## src/rtl/prpg_pkg.sv

```systemverilog
// prpg_pkg: shared types and constants for the pseudo-random pattern generator.
//   state_t  : run-control FSM states (IDLE, RUN, DONE)
//   mode_t   : pattern generator selection (LFSR or cellular automaton)
//   DEF_TAPS : default 4-bit LFSR feedback tap mask
//   DEF_RULE : default 4-bit CA rule vector (1 = rule 150, 0 = rule 90)
package prpg_pkg;

    typedef enum logic [1:0] {
        ST_IDLE = 2'd0,
        ST_RUN  = 2'd1,
        ST_DONE = 2'd2
    } state_t;

    typedef enum logic {
        MODE_LFSR = 1'b0,
        MODE_CA   = 1'b1
    } mode_t;

    localparam logic [3:0] DEF_TAPS = 4'b1100;
    localparam logic [3:0] DEF_RULE = 4'b0101;

endpackage

```

## src/rtl/prpg_next.sv

```systemverilog
// prpg_next: purely combinational next-state function of the generator.
//   i_state : current W-bit state
//   i_mode  : 0 = LFSR shift-left with XOR feedback, 1 = 90/150 cellular automaton
//   i_taps  : LFSR feedback tap mask (bit i set -> state[i] feeds back)
//   i_rule  : CA rule vector (bit i set -> cell i also XORs itself, rule 150)
//   o_next  : next state
module prpg_next
    import prpg_pkg::*;
#(
    parameter int W = 4
) (
    input  logic [W-1:0] i_state,
    input  logic         i_mode,
    input  logic [W-1:0] i_taps,
    input  logic [W-1:0] i_rule,
    output logic [W-1:0] o_next
);

    logic [W-1:0] w_lfsr;
    logic [W-1:0] w_ca;

    assign w_lfsr = {i_state[W-2:0], ^(i_state & i_taps)};

    // Cells beyond either end of the register read as zero (null boundary).
    generate
        for (genvar gi = 0; gi < W; gi++) begin : g_ca
            if (gi == 0) begin : g_lo
                assign w_ca[gi] = i_state[gi+1] ^ (i_rule[gi] & i_state[gi]);
            end else if (gi == W-1) begin : g_hi
                assign w_ca[gi] = i_state[gi-1] ^ (i_rule[gi] & i_state[gi]);
            end else begin : g_mid
                assign w_ca[gi] = i_state[gi-1] ^ i_state[gi+1] ^ (i_rule[gi] & i_state[gi]);
            end
        end
    endgenerate

    assign o_next = (mode_t'(i_mode) == MODE_CA) ? w_ca : w_lfsr;

endmodule

```

## src/rtl/prpg_gen.sv

```systemverilog
// prpg_gen: pseudo-random pattern generator with run control and optional MISR.
//   clk, rst  : clock (rising edge) and synchronous active-high reset
//   start_i   : start a run (sampled only in IDLE); mode_i/seed_i/count_i latched then
//   en_i      : advance enable during RUN (low stalls)
//   resp_i    : circuit-under-test response compacted into the signature
//   pat_o     : current pattern; valid_o marks counted patterns
//   busy_o    : high in RUN and DONE; done_o: one-cycle end-of-run pulse
//   sig_o     : MISR signature
// Optional feature: define PRPG_SIG_EN to build the MISR; otherwise sig_o is 0.
module prpg_gen
    import prpg_pkg::*;
#(
    parameter int             W    = 4,
    parameter int             CW   = 8,
    parameter logic [W-1:0]   TAPS = W'(DEF_TAPS),
    parameter logic [W-1:0]   RULE = W'(DEF_RULE)
) (
    input  logic          clk,
    input  logic          rst,
    input  logic          start_i,
    input  logic          mode_i,
    input  logic [W-1:0]  seed_i,
    input  logic [CW-1:0] count_i,
    input  logic          en_i,
    input  logic [W-1:0]  resp_i,
    output logic [W-1:0]  pat_o,
    output logic          valid_o,
    output logic          busy_o,
    output logic          done_o,
    output logic [W-1:0]  sig_o
);

    state_t        r_state;
    state_t        w_state_next;
    logic [W-1:0]  r_pat;
    logic [W-1:0]  w_pat_next;
    logic [CW-1:0] r_cnt;      // patterns still to be emitted in this run
    logic          r_mode;
    logic          w_start_ok;
    logic          w_valid;
    logic          w_last;

    assign w_start_ok = (r_state == ST_IDLE) && start_i;
    assign w_valid    = (r_state == ST_RUN) && en_i;
    assign w_last     = (r_cnt == CW'(1));

    always_ff @(posedge clk) begin
        if (rst) begin
            r_state <= ST_IDLE;
        end else begin
            r_state <= w_state_next;
        end
    end

    always_comb begin
        w_state_next = r_state;
        case (r_state)
            ST_IDLE: begin
                if (start_i) begin
                    w_state_next = (count_i != '0) ? ST_RUN : ST_DONE;
                end
            end
            ST_RUN: begin
                if (w_valid && w_last) begin
                    w_state_next = ST_DONE;
                end
            end
            ST_DONE: w_state_next = ST_IDLE;
            default: w_state_next = ST_IDLE;
        endcase
    end

    // The last pattern is not advanced so pat_o keeps showing it until the
    // next start.
    always_ff @(posedge clk) begin
        if (rst) begin
            r_pat  <= '0;
            r_cnt  <= '0;
            r_mode <= 1'b0;
        end else if (w_start_ok) begin
            r_pat  <= (seed_i == '0) ? W'(1) : seed_i;
            r_cnt  <= count_i;
            r_mode <= mode_i;
        end else if (w_valid) begin
            r_cnt <= r_cnt - CW'(1);
            if (!w_last) begin
                r_pat <= w_pat_next;
            end
        end
    end

    prpg_next #(.W(W)) u_next (
        .i_state (r_pat),
        .i_mode  (r_mode),
        .i_taps  (TAPS),
        .i_rule  (RULE),
        .o_next  (w_pat_next)
    );

    assign pat_o   = r_pat;
    assign valid_o = w_valid;
    assign busy_o  = (r_state == ST_RUN) || (r_state == ST_DONE);
    assign done_o  = (r_state == ST_DONE);

`ifdef PRPG_SIG_EN
    logic [W-1:0] r_sig;
    logic [W-1:0] w_sig_shift;

    // MISR = the LFSR step of the signature with the response folded in.
    prpg_next #(.W(W)) u_misr (
        .i_state (r_sig),
        .i_mode  (MODE_LFSR),
        .i_taps  (TAPS),
        .i_rule  (RULE),
        .o_next  (w_sig_shift)
    );

    always_ff @(posedge clk) begin
        if (rst) begin
            r_sig <= '0;
        end else if (w_start_ok) begin
            r_sig <= '0;
        end else if (w_valid) begin
            r_sig <= w_sig_shift ^ resp_i;
        end
    end

    assign sig_o = r_sig;
`else
    logic w_unused_resp;
    assign w_unused_resp = ^resp_i;
    assign sig_o         = '0;
`endif

endmodule
```

## config.mk

```make
export PLATFORM = sky130hd
export DESIGN_NAME = prpg_gen
export DESIGN_NICKNAME = d
export VERILOG_FILES = /design/src/rtl/prpg_pkg.sv /design/src/rtl/prpg_next.sv /design/src/rtl/prpg_gen.sv
export SDC_FILE = /design/constraint.sdc
export NUM_CORES = 1
export LEC_CHECK = 0
export BUFFER_PORTS_ARGS = -buffer_cell sky130_fd_sc_hd__buf_2
export CORE_MARGIN = 2
export CORE_UTILIZATION = 41
export CTS_CLUSTER_SIZE = 10
export DETAILED_ROUTE_END_ITERATION = 10
export PLACE_DENSITY = 0.7
export SLEW_MARGIN = 20
export SYNTH_ARGS = -nofsm -noshare
export SYNTH_HDL_FRONTEND = slang
export SYNTH_SLANG_ARGS = --single-unit
```

## constraint.sdc

```tcl
create_clock -name clk -period 1.7 [get_ports clk]
set_input_delay 0.17 -clock clk [delete_from_list [all_inputs] [get_ports clk]]
set_output_delay 0.17 -clock clk [all_outputs]
set_load 0.02 [all_outputs]
```

==> results list, run 1 <==
* Status: finished clean
- Final RePlAce weighted congestion: 0.771
- I/O Pins: 32
* Total congestion overflow after global routing: 0
- Of the available clock period, the critical path in the final layout requires 96.4%.
- Once the clock tree was built, the setup fixing pass inserted 0 buffers.
- Clock tree synthesis found a total of 15 sinks.
- TritonCTS built the clock tree.
- Routed wire length per instance: 12.5 um
- The final-report hold violation count came to 0.
- Top achievable clock speed: 610 MHz
* Type of the tightest min-delay check: in -> reg
* Number of vias per cell after detailed routing: 5.33
- Cell area after technology mapping: 923 um^2
- In this run the worst setup path begins at r_cnt[2]$_SDFFE_PP0P_.
- Across the VDD grid, the largest voltage drop is 0.000488 V.
- Critical path data required time: 1900 ps
- The Yosys step of the flow raised 0 warnings.
* Die Footprint: 2650 um^2
- Synth cell types: 35
- # rows: 17
* Final Routed Wirelength: 2040 um
- The via count of the first global-routing pass is 853.
* Cell area after layout: roughly 1100 um^2
- Number of flops mapped to enable cells by yosys: 0
* Setup violations, final: 0
- Detailed routing inserted a total of 868 vias.
- Pin count of the biggest net entering global routing: 16
- Slack of the worst reg-to-reg path: 60 ps
- The smallest clock period supported by the final layout is computed as 1640 ps.
* Diodes inserted: 0
* Classification of the worst setup path: reg -> reg
* Initial standard-cell utilization of the core: between 40% and 50%
- Setup repair after global routing could not meet its margin everywhere.
* Area growth syn-to-layout: 19.5%
- Data arrives at the worst endpoint at 1840 ps.
- The cell sitting at the root of the clock tree is a clkbuf_4.
- The later pin in the worst-skew pair is clocked with a latency of 280 ps.
* Average cell area after synthesis: between 8 and 9 um^2
- The core region is 2170 um^2.
- Startpoint type of the worst setup path: register
* Cell count of the worst reg-to-reg path: 3
* Gate count after technology mapping: 110
* Antenna Nets Post-Route: 0
- The placed instances occupy a cell area of 1070 um^2.
- In this run, the number of DRC markers left after iteration 0 of detailed routing was 18.
* Setup WS post-layout: 62.0 ps
- The worst register-to-register path begins at r_cnt[2]$_SDFFE_PP0P_.
- STA classifies the critical path endpoint as a register.
* Worst flop-to-flop path endpoint: r_cnt[6]$_SDFFE_PP0P_
- Detailed Place HPWL: 1570 um
* Areal power density over the cells: between 900 and 1000 nW/um^2
* Lkg Pwr: about 0.45 nW
* Buffer levels on the longest clock path: 2
* Critical-path cell with the highest stage delay: or4_4
- Number of buffers added on ports: 23
* Capturing instance or port of the critical path: r_cnt[6]$_SDFFE_PP0P_
- For this run, the share of the core covered by cells in the final layout is 50.9%.
- Number of iterations in the first detailed-routing pass: 4
- The initial antenna violation count is 0.
- Max-cap violations in this run came to 0.
- For this run, the total global-route usage over all layers was measured as 17.4%.
- Counting flops and latches in the post-synthesis netlist gives 15.
- Sequential fraction of the synthesis area: between 30% and 40%
* Share of final-layout standard cells stronger than drive strength 1: 27.4%
- Worst path cell trace: or4_4 > or3_1 > a311oi_1
* Residual DRC: 0
- Dominant register cell in the synthesized netlist: dfxtp_1
- Worst Hold Launch: mode_i
- In the final timing run, aggregate negative setup slack is 0 ps.
- Fin Clk Skew: roughly 5.8 ps
- Count of nets after finishing: between 150 and 200
- Global-route wire length before repair: around 3500 um
- Ys async rst share: 0%
- OpenSTA, run right after detailed placement, puts the worst setup slack at 64.6 ps.
- The die is 51.5 um tall.
- The count of final max-slew check failures came to 0.
- CTS HTree Levels: 1
- Clock slew seen by the registers of the worst setup and hold paths: 90 ps
- Crit path largest cell delay: 570 ps
- The die is 51.5 um wide.
* Critical path fanouts, max: 6
- Number of buffers inserted during clock tree synthesis: 3
## per-layer routing
metal | GRT usage [%] | routed length, um | vias to the layer above
li1 | - | - | 437
met1 | 21.1 | 947 | 400
met2 | 30.6 | 962 | 26
met3 | 2.92 | 101 | 5
met4 | 6.58 | 30 | 0
met5 | 0 | 0 | -
## cell families (layout without fill, tap and decap cells)
kind of cell,count (synthesis),after routing,share of synthesized area [%]
multiplexers,1,1,1.08
flip-flops,15,15,32.5
other,1,4,0.406
AO/OA/AOI/OAI,25,25,20.2
AND/OR/NAND/NOR,37,37,21.4
adder cells (fa/ha/maj),5,5,6.78
XOR/XNOR,10,10,9.48
buffers and inverters,16,38,8.13
## stage by stage
| step | instances | hold WS, ps | total power, W |
|---|---|---|---|
| after floorplan | 113 | 273 | 0.000763 |
| after CTS | 163 | 120 | 0.00108 |
| after global routing | 163 | 131 | 0.00116 |
| final | 163 | 120 | 0.00109 |
| after detailed placement | 159 | 421 | 0.000873 |
| after global placement | 159 | 415 | 0.000861 |
## power breakdown
group          internal [W]  total, W  switching [W]
logic              0.000180  0.000402       0.000222
clock network     0.0000911  0.000210       0.000118
registers          0.000408  0.000474      0.0000659
## placed cells by master, fill, tap and decap left out, types with 3 or more instances in the layout
| cell | Yosys | routed |
|---|---|---|
| nor2_1 | 8 | 8 |
| a211oi_1 | 6 | 6 |
| clkbuf_4 | 0 | 3 |
| nand2_1 | 10 | 9 |
| conb_1 | 1 | 4 |
| buf_4 | 4 | 4 |
| a21oi_1 | 4 | 4 |
| ha_1 | 5 | 4 |
| inv_1 | 7 | 7 |
| nor3_1 | 3 | 3 |
| buf_2 | 0 | 23 |
| xnor2_1 | 6 | 6 |
| dfxtp_1 | 15 | 15 |
| nor4_1 | 5 | 4 |
| xor2_1 | 4 | 4 |
## critical path, delay by kind of cell, from the launching register on
family	cells	cell delay (ps)
simple gates	2	930
flops	1	380
compound gates	1	250
## area by class of cell
type / count / area (um^2)
fillers: 232 / 1070
repair buffers: 27 / 145
flip-flops and latches: 15 / 300
inverters: 7 / 26.3
multi-input cells: 82 / 571
clock buffers: 4 / 26.3
well taps: 28 / 35.0
## sequential cells by signal (all words and copies together) (netlist names)
name and flops:
pat_o 4, r_state 2, r_mode 1, r_cnt 8
## cells in the mapped netlist (all sizes together), types with 2 or more instances
| cell type | instances | area [um^2] |
|---|---|---|
| dfxtp | 15 | 300 |
| nand2 | 10 | 37.5 |
| nor2 | 8 | 30.0 |
| inv | 7 | 26.3 |
| a211oi | 6 | 45.0 |
| xnor2 | 6 | 52.6 |
| clkbuf | 5 | 18.8 |
| ha | 5 | 62.6 |
| nor4 | 5 | 31.3 |
| a21oi | 4 | 20.0 |
| buf | 4 | 30.0 |
| nor3 | 4 | 25.0 |
| xor2 | 4 | 35.0 |
| a21boi | 2 | 15.0 |
| a311oi | 2 | 17.5 |
| and2 | 2 | 12.5 |
| nand3 | 2 | 10.0 |
| o211ai | 2 | 15.0 |
| o21ai | 2 | 10.0 |
## how the worst min path moves through the flow
stage / cells after the start / to / slack, ps
2_1_floorplan: 1 / pat_o[2]$_SDFFE_PP0P_ / 270
3_3_place_gp: 3 / r_mode$_SDFFE_PP0P_ / 410
3_5_place_dp: 3 / r_mode$_SDFFE_PP0P_ / 420
4_1_cts: 3 / r_mode$_SDFFE_PP0P_ / 120
6_report: 3 / r_mode$_SDFFE_PP0P_ / 120
5_1_grt: 3 / r_mode$_SDFFE_PP0P_ / 130
## what timing repair did
action | 4_1_cts | 5_1_grt
hold buffers | 0 | 0
endpoints found under the hold margin | 0 | 0
gates resized for setup | 0 | 4
setup endpoints to repair | 0 | 3
Power figures use the tool's default switching activity.
==> inputs of run 2 (changes only) <==
Settings changed: RECOVER_POWER set to 100.
==> run 2 against run 1 <==
  * Worst setup slack lost 6.1 ps
  * Non-clock buffer count unchanged
  * Critical path depth unchanged
  * Sequential share of layout area grew 0.25 points
  * Clock power about the same
  * First-iteration DRC count stayed put
  * Count of clock-buffer cells in the layout is the same
  * Largest cell class unchanged
  * Design area shrank 0.91%
==> results list, run 2 (synthesized netlist as in run 1, its figures left out) <==
- The clock transition at the registers of the reported paths came to 90 ps (about the same).
- The row count is 17 (unchanged).
- Ranked by flip-flop count, first place goes to r_cnt.
* Vias in the first global route: 853 (unchanged)
- Count of nets after finishing: 162 (unchanged)
- The data arrival time of the critical path is 1840 ps (about the same).
* Number of vias per cell after detailed routing: 5.36 (+0.58%)
- Hold-fix buffers, CTS: 0 (unchanged)
- Initial antenna violation count: 0 (unchanged)
* Type of the tightest min-delay check: in -> reg
- The number of flip-flops in the largest register is 8 (unchanged).
- Max Slew Vio Count: 0 (unchanged)
* Fin Clk Skew: 5.93 ps (+0.0865 ps)
- Diodes inserted: 0 (unchanged)
- The worst hold path stage count came to 3 (unchanged).
- Horizontal die dimension: 51.5 um (unchanged)
- The post-route DRC violation count was 0 (unchanged).
* Post-layout min period: 1640 ps (+6.13 ps)
* CTS HTree Levels: 1 (unchanged)
- The top cell types in the final layout, fill and taps aside, are 17 x buf_2, 15 x dfxtp_1, 10 x nand2_1, 8 x nor2_1.
- The non-filler instance count after layout came to 163 (unchanged).
* Number of buffers inserted during clock tree synthesis: 3 (unchanged)
- Number of buffers added on ports: 23 (unchanged)
* Total congestion overflow after global routing: 0 (unchanged)
* Number of DRC violations after detailed-routing iteration 0: 18 (unchanged)
- TritonCTS built the clock tree.
- Area growth syn-to-layout: 18.4%
* Cell count of the worst reg-to-reg path: 3 (unchanged)
* Final RePlAce weighted congestion: 0.771 (unchanged)
* Areal power density over the cells: 985 nW/um^2 (+0.10%)
* Initial standard-cell utilization of the core: 42.6% (unchanged)
- The number of antenna-violating nets in the routed design was 0 (unchanged).
- The library cell used most frequently in the layout, excluding fill and tap cells, is buf_2.
- The required time of the critical path was 1900 ps (about the same).
* Global-route wire length before repair: 3520 um (unchanged)
* Top achievable clock speed: 608 MHz (-0.37%)
- Unrepaired setup endpoints after global routing: yes
- The maximum ir drop on the vdd rail is 0.000481 V (-1.4%).
* I/O Pins: 32 (unchanged)
* Buffer levels on the longest clock path: 2 (unchanged)
* Number of iterations in the first detailed-routing pass: 4 (unchanged)
- The number of vias in the routed layout came to 873 (+0.58%).
- Reported max-cap violation count: 0 (unchanged)
- The height of the chip was 51.5 um (unchanged).
- The mean routed wirelength per cell is 12.5 um (-0.49%).
- The total of fill cells in the finished design was 235 (+1.3%).
- The HPWL after detailed placement is 1570 um (unchanged).
- Setup violations, final: 0 (unchanged)
* Share of the cycle needed by the critical path after routing: 96.7% (+0.36 points)
- The setup path with the least slack is of type reg -> reg.
- The proportion of layout cells with a drive suffix above 1 was 22.2% (-5.2 points).
* Startpoint type of the worst setup path: register
- Critical Path Sink Type: register
- The flow ran to the end, and the final reports show no timing, DRC or antenna violations.
* Die Footprint: 2650 um^2 (unchanged)
- Lkg Pwr: 0.432 nW (-5.1%)
- The pin count of the biggest net entering global routing is 16 (unchanged).
- The largest fanout on the critical path is 6 (unchanged).
- The combined global-route utilization of all metal layers was 17.4% (unchanged).
* Area of the placeable core: 2170 um^2 (unchanged)
- Hold violation count in the final report: 0 (unchanged)
- In this run the clock root is driven by a clkbuf_4.
* Number of sinks on the clock net: 15 (unchanged)
- Worst hold margin: 120 ps (-0.0200 ps)
- Total instance count after detailed placement: 159 (unchanged)
* Clock insertion delay at the later pin of the skew report: 280 ps (about the same)
- The final wirelength was 2030 um (-0.49%).
-- run 2: changes by cell type in the layout (fill, tap and decap cells not counted) --
cell and delta:
nand2_2 -1, nand2_1 +1, clkbuf_1 +6, buf_2 -6
-- run 2: critical path, cell delays in order (launching register included) --
cell	delay (ps)
dfxtp_1	380
or4_4	570
or3_1	360
a311oi_1	250
-- run 2: area by class of cell --
cell class | instances | area, um^2 | share of cell area, %
Clock buffer | 4 | 26.3 | 2.40
Inverter | 7 | 26.3 | 2.40
Timing Repair Buffer | 27 | 138 | 12.6
Sequential cell | 15 | 300 | 27.5
Tap cell | 28 | 35.0 | 3.20
Multi-Input combinational cell | 82 | 568 | 51.9
-- run 2: report_power, final --
group	switching (W)	leakage (nW)	total [W]	internal [W]
Clock	0.000118	0.0150	0.000209	0.0000911
Combinational	0.000221	0.293	0.000394	0.000172
Sequential	0.0000653	0.124	0.000474	0.000408
-- run 2: worst paths after layout --
path,start,end,slack [ps]
setup / recovery,r_cnt[2]$_SDFFE_PP0P_,r_cnt[6]$_SDFFE_PP0P_,60
hold / removal,mode_i,r_mode$_SDFFE_PP0P_,120
setup reg to reg,r_cnt[2]$_SDFFE_PP0P_,r_cnt[6]$_SDFFE_PP0P_,60
hold reg to reg,r_mode$_SDFFE_PP0P_,r_mode$_SDFFE_PP0P_,510
-- run 2: what timing repair did --
action,4_1_cts,5_1_grt
endpoints found under the setup margin,0,3
setup buffers,0,0
gates resized for setup,0,4
-- run 2: metrics by stage --
step / setup slack [ps] / utilization [%] / TNS, ps / area [um^2] / total power [W]
final: 55.9 / 50.4 / 0 / 1090 / 0.00108
after global routing: -14.1 / 50.4 / -16.8 / 1090 / 0.00115
after CTS: 56.1 / 50.3 / 0 / 1090 / 0.00108
after detailed placement: 64.6 / 49.1 / 0 / 1070 / 0.000873
after global placement: 94.2 / 49.1 / 0 / 1070 / 0.000861
after floorplan: 15.8 / - / 0 / 938 / 0.000763
-- run 2: routing by layer --
metal | GRT usage [%] | part of all wire (%) | routed length (um)
met5 | 0 | 0 | 0
met4 | 6.58 | 1.5 | 30
met3 | 2.92 | 6.4 | 130
met2 | 30.6 | 48 | 973
met1 | 21.1 | 44 | 897
